`config.mk`:
```
export PLATFORM = sky130hd
export DESIGN_NAME = uart_rx_ctrl
export DESIGN_NICKNAME = d
export VERILOG_FILES = /design/src/rtl/uart_rx_ctrl.sv
export SDC_FILE = /design/constraint.sdc
export NUM_CORES = 1
export LEC_CHECK = 0
export CAP_MARGIN = 40
export CORE_AREA = 2 2 92 138
export CTS_CLUSTER_DIAMETER = 30
export DETAILED_ROUTE_END_ITERATION = 7
export DIE_AREA = 0 0 94 140
export PLACE_DENSITY = 0.8
export SLEW_MARGIN = 20
export SYNTH_ARGS = -nofsm -noshare
export SYNTH_HDL_FRONTEND = slang
export SYNTH_SLANG_ARGS = --single-unit
export TNS_END_PERCENT = 10
```
`constraint.sdc`:
```
create_clock -name Clock -period 5.94 [get_ports Clock]
set_input_delay 1.188 -clock Clock [delete_from_list [all_inputs] [get_ports Clock]]
set_output_delay 1.188 -clock Clock [all_outputs]
set_load 0.02 [all_outputs]
```
`src/rtl/uart_rx_ctrl.sv`:
```
// Register-mapped UART receiver controller: staged config, RX FIFO, sticky flags, IRQ.
// Optional idle-timeout detection enabled by defining UART_RX_TIMEOUT_EN.
module uart_rx_ctrl #(
   parameter int          FIFO_AW      = 3,
   parameter logic [13:0] RESET_BAUD   = 14'd129,
   parameter int          TIMEOUT_BITS = 40
) (
   input  logic        Clock,
   input  logic        Reset,
   input  logic [1:0]  Addr,
   input  logic        WrEn,
   input  logic        RdEn,
   input  logic [31:0] WrData,
   output logic [31:0] RdData,
   output logic        Irq,
   output logic        RxEnable,
   output logic [2:0]  RxDataLenLimit,
   output logic        RxStopLenLimit,
   output logic        RxParityEn,
   output logic        RxParityPol,
   output logic [13:0] RxBaudLimit,
   input  logic        RxReady,
   input  logic [7:0]  RxData,
   input  logic        RxParityErr,
   input  logic        RxFrameErr,
   input  logic        RxBusy
);

   localparam int DEPTH = 2 ** FIFO_AW;
   localparam int CW    = FIFO_AW + 1;

   typedef enum logic [1:0] {CFG_IDLE, CFG_PEND, CFG_APPLY} cfg_e;

   cfg_e state_q, state_d;
   logic en_q, en_d, ie_rx_q, ie_rx_d, ie_err_q, ie_err_d;
   logic [2:0] sh_dlen_q, sh_dlen_d, dlen_q, dlen_d;
   logic sh_stop_q, sh_stop_d, stop_q, stop_d;
   logic sh_pen_q, sh_pen_d, pen_q, pen_d;
   logic sh_ppol_q, sh_ppol_d, ppol_q, ppol_d;
   logic [13:0] sh_baud_q, sh_baud_d, baud_q, baud_d;
   logic [7:0] mem_q [DEPTH], mem_d [DEPTH];
   logic [FIFO_AW-1:0] wptr_q, wptr_d, rptr_q, rptr_d;
   logic [CW-1:0] count_q, count_d;
   logic ovr_q, ovr_d, par_q, par_d, frm_q, frm_d;
   logic [31:0] rd_data_q, rd_data_d;
   logic irq_q, irq_d;

   logic wr_ctrl, wr_baud, wr_stat, cfg_wr, rd_fifo;
   logic avail, full, push, pop, push_ok, timeout;
   logic [31:0] status;

   assign wr_ctrl = WrEn && (Addr == 2'd0);
   assign wr_baud = WrEn && (Addr == 2'd1);
   assign wr_stat = WrEn && (Addr == 2'd2);
   assign cfg_wr  = wr_ctrl || wr_baud;
   assign rd_fifo = RdEn && (Addr == 2'd3);
   assign avail   = (count_q != '0);
   assign full    = (count_q == CW'(DEPTH));
   assign pop     = rd_fifo && avail;
   assign push    = RxReady && !RxParityErr && !RxFrameErr;
   // A pop in the same cycle frees the slot the push needs
   assign push_ok = push && (!full || pop);

`ifdef UART_RX_TIMEOUT_EN
   localparam int TW = $clog2(TIMEOUT_BITS + 1);
   logic [13:0] bt_q, bt_d;
   logic [TW-1:0] idl_q, idl_d;
   logic fired_q, fired_d, tmo_q, tmo_d;

   always_comb begin
      bt_d    = bt_q;
      idl_d   = idl_q;
      fired_d = fired_q;
      tmo_d   = tmo_q && !(wr_stat && WrData[6]);
      if (!avail || RxBusy || push_ok || pop) begin
         bt_d    = '0;
         idl_d   = '0;
         fired_d = 1'b0;
      end else if (bt_q >= baud_q) begin
         bt_d = '0;
         if (idl_q != TW'(TIMEOUT_BITS))
            idl_d = idl_q + TW'(1);
      end else begin
         bt_d = bt_q + 14'd1;
      end
      if ((idl_d == TW'(TIMEOUT_BITS)) && !fired_q) begin
         tmo_d   = 1'b1;
         fired_d = 1'b1;
      end
   end

   always_ff @(posedge Clock or negedge Reset) begin
      if (!Reset) begin
         bt_q    <= '0;
         idl_q   <= '0;
         fired_q <= 1'b0;
         tmo_q   <= 1'b0;
      end else begin
         bt_q    <= bt_d;
         idl_q   <= idl_d;
         fired_q <= fired_d;
         tmo_q   <= tmo_d;
      end
   end

   assign timeout = tmo_q;
`else
   assign timeout = 1'b0;
`endif

   always_comb begin
      status = '0;
      status[0] = avail;
      status[1] = full;
      status[2] = ovr_q;
      status[3] = par_q;
      status[4] = frm_q;
      status[5] = RxBusy;
      status[6] = timeout;
      status[7] = (state_q != CFG_IDLE);
      status[FIFO_AW+8:8] = count_q;
   end

   always_comb begin
      en_d      = en_q;
      ie_rx_d   = ie_rx_q;
      ie_err_d  = ie_err_q;
      sh_dlen_d = sh_dlen_q;
      sh_stop_d = sh_stop_q;
      sh_pen_d  = sh_pen_q;
      sh_ppol_d = sh_ppol_q;
      sh_baud_d = sh_baud_q;
      if (wr_ctrl) begin
         en_d      = WrData[0];
         sh_dlen_d = WrData[3:1];
         sh_stop_d = WrData[4];
         sh_pen_d  = WrData[5];
         sh_ppol_d = WrData[6];
         ie_rx_d   = WrData[8];
         ie_err_d  = WrData[9];
      end
      if (wr_baud)
         sh_baud_d = WrData[13:0];
   end

   // Live staged fields only move in APPLY with the receiver idle
   always_comb begin
      state_d = state_q;
      dlen_d  = dlen_q;
      stop_d  = stop_q;
      pen_d   = pen_q;
      ppol_d  = ppol_q;
      baud_d  = baud_q;
      unique case (state_q)
         CFG_IDLE: if (cfg_wr) state_d = RxBusy ? CFG_PEND : CFG_APPLY;
         CFG_PEND: if (!RxBusy) state_d = CFG_APPLY;
         CFG_APPLY: begin
            if (RxBusy) begin
               state_d = CFG_PEND;
            end else begin
               dlen_d  = sh_dlen_q;
               stop_d  = sh_stop_q;
               pen_d   = sh_pen_q;
               ppol_d  = sh_ppol_q;
               baud_d  = sh_baud_q;
               state_d = cfg_wr ? CFG_PEND : CFG_IDLE;
            end
         end
         default: state_d = CFG_IDLE;
      endcase
   end

   always_comb begin
      mem_d = mem_q;
      if (push_ok)
         mem_d[wptr_q] = RxData;
      wptr_d  = wptr_q + FIFO_AW'(push_ok);
      rptr_d  = rptr_q + FIFO_AW'(pop);
      count_d = count_q + CW'(push_ok) - CW'(pop);
      ovr_d = (ovr_q && !(wr_stat && WrData[2])) || (push && full && !pop);
      par_d = (par_q && !(wr_stat && WrData[3])) || RxParityErr;
      frm_d = (frm_q && !(wr_stat && WrData[4])) || RxFrameErr;
   end

   always_comb begin
      rd_data_d = rd_data_q;
      if (RdEn) begin
         unique case (Addr)
            2'd0: rd_data_d = {22'd0, ie_err_q, ie_rx_q, 1'b0, sh_ppol_q,
                               sh_pen_q, sh_stop_q, sh_dlen_q, en_q};
            2'd1: rd_data_d = {18'd0, sh_baud_q};
            2'd2: rd_data_d = status;
            2'd3: rd_data_d = avail ? {24'd0, mem_q[rptr_q]} : 32'h8000_0000;
         endcase
      end
      irq_d = (ie_rx_q && avail) ||
              (ie_err_q && (ovr_q || par_q || frm_q || timeout));
   end

   always_ff @(posedge Clock or negedge Reset) begin
      if (!Reset) begin
         state_q   <= CFG_IDLE;
         en_q      <= 1'b0;
         ie_rx_q   <= 1'b0;
         ie_err_q  <= 1'b0;
         sh_dlen_q <= 3'd7;
         sh_stop_q <= 1'b0;
         sh_pen_q  <= 1'b0;
         sh_ppol_q <= 1'b0;
         sh_baud_q <= RESET_BAUD;
         dlen_q    <= 3'd7;
         stop_q    <= 1'b0;
         pen_q     <= 1'b0;
         ppol_q    <= 1'b0;
         baud_q    <= RESET_BAUD;
         for (int i = 0; i < DEPTH; i++) mem_q[i] <= '0;
         wptr_q    <= '0;
         rptr_q    <= '0;
         count_q   <= '0;
         ovr_q     <= 1'b0;
         par_q     <= 1'b0;
         frm_q     <= 1'b0;
         rd_data_q <= '0;
         irq_q     <= 1'b0;
      end else begin
         state_q   <= state_d;
         en_q      <= en_d;
         ie_rx_q   <= ie_rx_d;
         ie_err_q  <= ie_err_d;
         sh_dlen_q <= sh_dlen_d;
         sh_stop_q <= sh_stop_d;
         sh_pen_q  <= sh_pen_d;
         sh_ppol_q <= sh_ppol_d;
         sh_baud_q <= sh_baud_d;
         dlen_q    <= dlen_d;
         stop_q    <= stop_d;
         pen_q     <= pen_d;
         ppol_q    <= ppol_d;
         baud_q    <= baud_d;
         mem_q     <= mem_d;
         wptr_q    <= wptr_d;
         rptr_q    <= rptr_d;
         count_q   <= count_d;
         ovr_q     <= ovr_d;
         par_q     <= par_d;
         frm_q     <= frm_d;
         rd_data_q <= rd_data_d;
         irq_q     <= irq_d;
      end
   end

   assign RdData         = rd_data_q;
   assign Irq            = irq_q;
   assign RxEnable       = en_q;
   assign RxDataLenLimit = dlen_q;
   assign RxStopLenLimit = stop_q;
   assign RxParityEn     = pen_q;
   assign RxParityPol    = ppol_q;
   assign RxBaudLimit    = baud_q;

endmodule

```
# == Word level (Yosys, flattened, before mapping) ==
# Index checks and enable logic that the tools add are counted.
# classes
add_sub_neg,4
n_bitwise,3
mux,14
n_reduce_logical,40
eq_ne,8
order_cmp,3
# op_table
operator,n
one-hot mux 32 bit (4 select lines),1
bitwise mux 64 bit,1
2-to-1 mux 32 bit,1
binary-select mux 8 bit (select 3 bit),1
demux 8 bit (select 3 bit),1
2-to-1 mux 8 bit,3
logical AND 1 bit,19
"greater-or-equal comparator 4 bit, second input constant",2
logical OR 1 bit,8
NOT 3 -> 4 bit,2
zero test 1 bit,7
adder 3 x 1 -> 3 bit,2
"equality test 2 bit, second input constant",3
2-to-1 mux 2 bit,3
one-hot mux 2 bit (3 select lines),1
adder 4 x 1 -> 4 bit,1
"equality test 2 x 1 -> 1 bit, second input constant",2
"equality test 4 bit, second input constant",1
zero test 2 bit,2
"< comparator 4 x 1 -> 1 bit, second input constant",1
"!= test 2 bit, second input constant",2
AND reduction 2 bit,2
nonzero test 4 bit,1
subtractor 4 x 1 -> 4 bit,1
other kinds (3),4
# word_totals
regBits,155
wordCells,102
out_inout_bits,54

# == Logic depth before layout (Yosys ltp) ==
# Gate-level depths: netlist of the first run.
# logic_depth
depth_word,7
mapped_depth,11
mapped_depth_nobuf,10

# == Worst setup path before layout of the first run ==
# OpenSTA, ideal clock, no wires.
# synth_timing
path_type,input -> register
start,input port RxReady
end,register count_q[2]
path_stages,8
n_path_buf,1
setup_ns,0.123
t_arrival_ns,2.646
slack_ns,3.172
path_cell_list,nor3b_1 buf_2 or3_1 o21ai_0 ha_1 inv_1 fa_1 xnor2_1
# synth_between
elab_chain_cells,5
# synth_lines
item,line,text
from (decl),22,"input logic RxReady,"
logical AND 1 bit (2 in series),60,assign push = RxReady && !RxParityErr && !RxFrameErr;
logical AND 1 bit,62,assign push_ok = push && (!full || pop);
adder 4 x 1 -> 4 bit,179,count_d = count_q + CW'(push_ok) - CW'(pop);
subtractor 4 x 1 -> 4 bit,179,
net count_d[2],43,"logic [CW-1:0] count_q, count_d;"
to (signal assigned),243,count_q <= count_d;
to (decl),43,
# The timed path passes the listed nets, and every way through them passes these cells.
# A chain may end at the register's enable or synchronous reset.

# == Worst setup path after layout of the first run ==
# layout_timing
start,input port Addr[1]
end,register mem_q[44] in the netlist's numbering
# layout_between
elab_chain_cells,5
# layout_lines
item,line,text
from (decl),10,"input logic [1:0] Addr,"
equality test 2 bit,56,assign rd_fifo = RdEn && (Addr == 2'd3);
logical AND 1 bit,56,
logical AND 1 bit,59,assign pop = rd_fifo && avail;
logical OR 1 bit,62,
logical AND 1 bit,62,
to (signal assigned),240,mem_q <= mem_d;
to (decl),41,"logic [7:0] mem_q [DEPTH], mem_d [DEPTH];"
# Every way passes these cells.

==> results.toml, run 1 <==
[run_status]
outcome = "finished clean"

[synthesis]
syn-cell-area_mm2 = 0.00645
netlist_instances = 444
ys_seq_area_frac = 0.537
yosysUniqueCellTypes = 51
ys_ff_latch = 138
synth_edf_count = 0
avgSynthCellArea_um2 = 14.5
synthArstFlopShare = 1.00
synth_flop_cell = "dfrtp_1"
yosysWarnings = 0

[route]
wl_met1_mm = 5.48
drt-total-wl_mm = 13.7
drtIter0Drc = 175
dr_wl_met2_mm = 7.20
dr.pass1.iters = 5
drc_errors = 0
avgRoutedWirePerCell_um = 20.1
num_vias = 3882
vias_per_cell = 5.68
dr_wl_met3_um = 613
drtAntennaViolNets = 0
route.top_layer_used = "met4"

[worst_setup_path]
worst-setup-path-type = "in2reg"
crit_fanout = 15
worstRegToRegCells = 10
crit_start = "Addr[1]"
critPathCaptureType = "flop"
start_kind = "input port"
crit_arrival_ps = 3880
r2r_start = "count_q[2]"
worst_ep_required_time_ps = 6240

[placed_design]
dpl-instance-area_mm2 = 0.00718
place.gp.congestion = 0.814
dp_hpwl_mm = 8.85
io_buffers = 68

[sta]
max_freq_mhz = 279
slew_headroom = 0.386
finalMaxSlewViolations = 0
fin_crit_ps = 3580
fin_crit_sh = 0.603
skew_ps = 9.20
worst-slew-pin-transition_ps = 918
hold_viol = 0
setup_viol = 0
fin_setup_tns_ps = 0
rsz0062_at_grt = "no"

[finish]
syn_to_final_growth_pct = 21.2
nets = 577
final_area_mm2 = 0.00782
diodes = 0
fillCellCount = 841
drive_gt1_frac = 0.340

[floorplan]
rows = 49
die_area_mm2 = 0.0132
die_h_um = 140
die_w_um = 94
io-pin-count = 104
start_util = 0.540
design.core.area_mm2 = 0.0120

[power_and_ir_drop]
p_per_area_mw_per_mm2 = 487
p_leak_nw = 3.48
peakVddDrop_v = 0.000226

[clock_network]
clock_sinks = 138
post-cts-setup-buffers = 0
cts_tree = "built"
post_cts_resized = 0
ctsHoldBuffers = 0
cts-root-buf = "clkbuf_16"
cts.htree.levels = 4
clockBufferDepth = 2
cts_buffers = 17
clkSlewWorstSetupHoldPaths_ps = 60
clock_latency_ps = 410

[flow_run]
cap_violations = 0

[global_route]
grt_max_degree = 101
antenna_found_initial = 0
grt_pass1_wl_mm = 22.0
overflow = 0
track_usage = 0.220
grt_pass1_vias = 4205

[hold_path]
hp-class = "reg2reg"
hold_start = "mem_q[11]"
min_path_cells = 1
==> report_power, final <==
| group | switching (mW) | total (mW) | internal [mW] |
|---|---|---|---|
| clock network | 0.388 | 1.07 | 0.682 |
| logic | 0.494 | 1.18 | 0.690 |
| registers | 0.263 | 1.55 | 1.29 |
| total | 1.15 | 3.80 | 2.66 |
==> through the flow <==
step                      setup slack (ps)  power, mW  utilization  hold WS (ps)  std cells
after floorplan                       3170       2.32            -           456        460
after global placement                2010       2.67        0.601           481        650
after detailed placement              1990       2.73        0.601           491        650
after CTS                             2390       3.82        0.652           503        682
after global routing                  2310       4.00        0.654           513        683
final                                 2360       3.80        0.654           502        683
==> logic make-up (layout without fill, tap and decap cells) <==
family,count (synthesis),in the layout,synth area share
other cells,1,17,0.000581
mux,142,142,0.285
buf+inv,50,120,0.0467
xor+xnor,4,4,0.00543
compound gates,45,45,0.0481
simple gates,54,54,0.0559
fa+ha+maj,10,10,0.0206
flops,138,138,0.537
==> per-layer routing <==
layer  up-vias  global-route usage
li1       1730                   -
met1      1992               0.259
met2       135               0.381
met3        25              0.0581
met4         0              0.0839
met5         -                   0
==> final timing paths <==
kind | slack, ps | endpoint
max reg2reg | 3400 | count_q[2]
min in group asynchronous | 590 | mem_q[11]
max in group asynchronous | 4160 | mem_q[49]
max | 2360 | mem_q[44]
min reg2reg | 500 | mem_q[11]
min | 500 | mem_q[11]
==> synthesized netlist by cell type (all sizes together) (7+ instances only) <==
cell	instances	area share
a21oi	9	0.0070
buf	32	0.036
dfrtp	128	0.50
dfstp	10	0.041
ha	9	0.017
inv	11	0.0064
mux2	109	0.21
mux2i	20	0.031
mux4	13	0.045
nand2	7	0.0041
nand3	9	0.0093
nor2	12	0.0070
nor2b	7	0.0068
o21ai	13	0.012
==> worst max-delay path: stages <==
cell and delay, ps:
clkdlybuf4s50_1 980, nand3_2 240, o21ai_4 360, and4b_1 720, mux2_4 370
==> placed cells by master, fill, tap and decap left out, types with 11 or more instances in the layout <==
cell type | netlist | layout
clkdlybuf4s50_1 | 0 | 67
mux2i_1 | 20 | 20
o21ai_0 | 12 | 12
mux2_4 | 32 | 32
inv_1 | 11 | 11
conb_1 | 1 | 17
dfrtp_1 | 128 | 128
mux2_2 | 77 | 77
clkbuf_16 | 0 | 17
mux4_2 | 13 | 13
nor2_1 | 12 | 12
==> flip-flops by register name (all words and copies together), names as in the netlist, 2 cells and up <==
name,cells
state_q,2
count_q,4
RxBaudLimit,14
RxDataLenLimit,3
RdData,15
sh_baud_q,14
mem_q,64
wptr_q,3
rptr_q,3
sh_dlen_q,3
==> layout make-up <==
type                            instances  area [um2]  share of cell area
Clock buffer                           21         460              0.0589
Tap cell                              153         191              0.0245
Clock inverter                         11         146              0.0187
Inverter                               12        45.0             0.00576
Timing Repair Buffer                   76         762              0.0975
Multi-Input combinational cell        272        2750               0.351
Sequential cell                       138        3470               0.443
(Power assumes the default switching activity.)
==> run 2, diff against run 1 <==
CORE_AREA = 2 2 93 139   (was 2 2 92 138)
DIE_AREA = 0 0 95 141   (was 0 0 94 140)
PLACE_DENSITY = 0.79   (was 0.8)
clock period = 3.3 ns   (was 5.94 ns; I/O delays follow)
==> results.toml, run 2 (same netlist as run 1, synthesis figures left out) <==
[run_status]
outcome = "finished clean"

[placed_design]
place.gp.congestion = 0.805
post-place-ws_ps = 391
io_buffers = 68
dp_hpwl_mm = 9.35
dpl-instance-area_mm2 = 0.00728

[sta]
finalMaxSlewViolations = 0
finalWorstSetupSlack_ps = 769
slew_headroom = 0.520
fin_crit_ps = 2530
skew_ps = 9.21
max_freq_mhz = 395
rsz0062_at_grt = "no"
fin_setup_tns_ps = 0
worst-slew-pin-transition_ps = 718
fin_crit_sh = 0.767
hold_viol = 0
setup_viol = 0

[power_and_ir_drop]
clockPowerShare = 0.290
comb_power_share = 0.312
p_leak_nw = 3.52
power.internal_mw = 4.88
switching_share = 0.303
p_seq_frac = 0.398
finalPower_mw = 7.01
p_per_area_mw_per_mm2 = 884
power_switching_mw = 2.13
peakVddDrop_v = 0.000439

[floorplan]
rows = 50
die_h_um = 141
start_util = 0.523
design.core.area_mm2 = 0.0123
die_w_um = 95
die_area_mm2 = 0.0134
io-pin-count = 104

[finish]
largest_reg_flops = 64
syn_to_final_growth_pct = 22.9
multiInputGateArea_mm2 = 0.00275
regArea_mm2 = 0.00347
final_area_mm2 = 0.00793
drive_gt1_frac = 0.354
nets = 587
fin_util = 0.643
final_cell_mix = "dfrtp_1, mux2_2, clkdlybuf4s50_1"
fillCellCount = 856
top_register = "mem_q"
layout_commonest_cell = "dfrtp_1"
diodes = 0

[route]
avgRoutedWirePerCell_um = 20.6
num_vias = 3980
drt-total-wl_mm = 14.3
drtIter0Drc = 184
drtAntennaViolNets = 0
dr.pass1.iters = 4
drc_errors = 0
vias_per_cell = 5.72

[global_route]
grt_pass1_wl_mm = 23.3
antenna_found_initial = 0
grt_max_degree = 58
track_usage = 0.233
grt_pass1_vias = 4318
overflow = 0

[clock_network]
cts.htree.levels = 4
clockBufferDepth = 2
cts_buffers = 17
ctsHoldBuffers = 0
clkSlewWorstSetupHoldPaths_ps = 60
post-cts-setup-buffers = 0
clock_sinks = 138
post_cts_resized = 0
cts-root-buf = "clkbuf_16"
clock_latency_ps = 420
cts_tree = "built"

[hold_path]
hp-class = "in2async"

[worst_setup_path]
crit_fanout = 4
critPathCaptureType = "flop"
worst_ep_required_time_ps = 3600
worst-setup-path-type = "in2reg"
crit_arrival_ps = 2830
start_kind = "input port"

[flow_run]
cap_violations = 0
-- run 2: worst paths after layout --
check / slack, ps / to / startpoint / cells after the start
max: 770 / count_q[2] / RxParityErr / 8
min: 200 / mem_q[3] / Reset / 1
max reg2reg: 920 / count_q[2] / count_q[2] / 10
min reg2reg: 500 / mem_q[33] / mem_q[33] / 1
max in group asynchronous: 2260 / sh_dlen_q[1] / Reset / 2
min in group Clock: 500 / mem_q[33] / mem_q[33] / 1
-- run 2: area by class of cell --
class	count	share of cell area
Clock buffer	19	0.0559
Clock inverter	13	0.0243
Inverter	12	0.00568
Multi-Input combinational cell	272	0.347
Sequential cell	138	0.437
Tap cell	156	0.0246
Timing Repair Buffer	86	0.106
-- run 2: worst max-delay path, stage by stage --
cell and delay [ps]:
clkdlybuf4s50_1 460, nor3b_1 600, nand2_1 100, o21ai_0 200
ha_1 220, inv_1 60, fa_1 380, xnor2_1 140
-- run 2: power by group through the flow --
stage	clock network (mW)	registers, mW	logic, mW
2_1_floorplan	0	2.82	1.36
3_3_place_gp	0	2.78	2.04
3_5_place_dp	0	2.82	2.11
4_1_cts	2.05	2.82	2.15
5_1_grt	2.13	2.86	2.36
6_report	2.03	2.79	2.19
-- run 2: through the flow --
stage          instances  hold slack [ps]
3_5_place_dp         663              490
4_1_cts              695              213
6_report             696              201
5_1_grt              696              227
3_3_place_gp         663              482
2_1_floorplan        460              364
-- run 2: per-layer routing --
metal	global-route usage	vias to the layer above	wire, um
li1	-	1747	-
met1	0.283	2066	5590
met2	0.394	142	7640
met3	0.0492	25	709
met4	0.106	0	387
met5	0	-	0
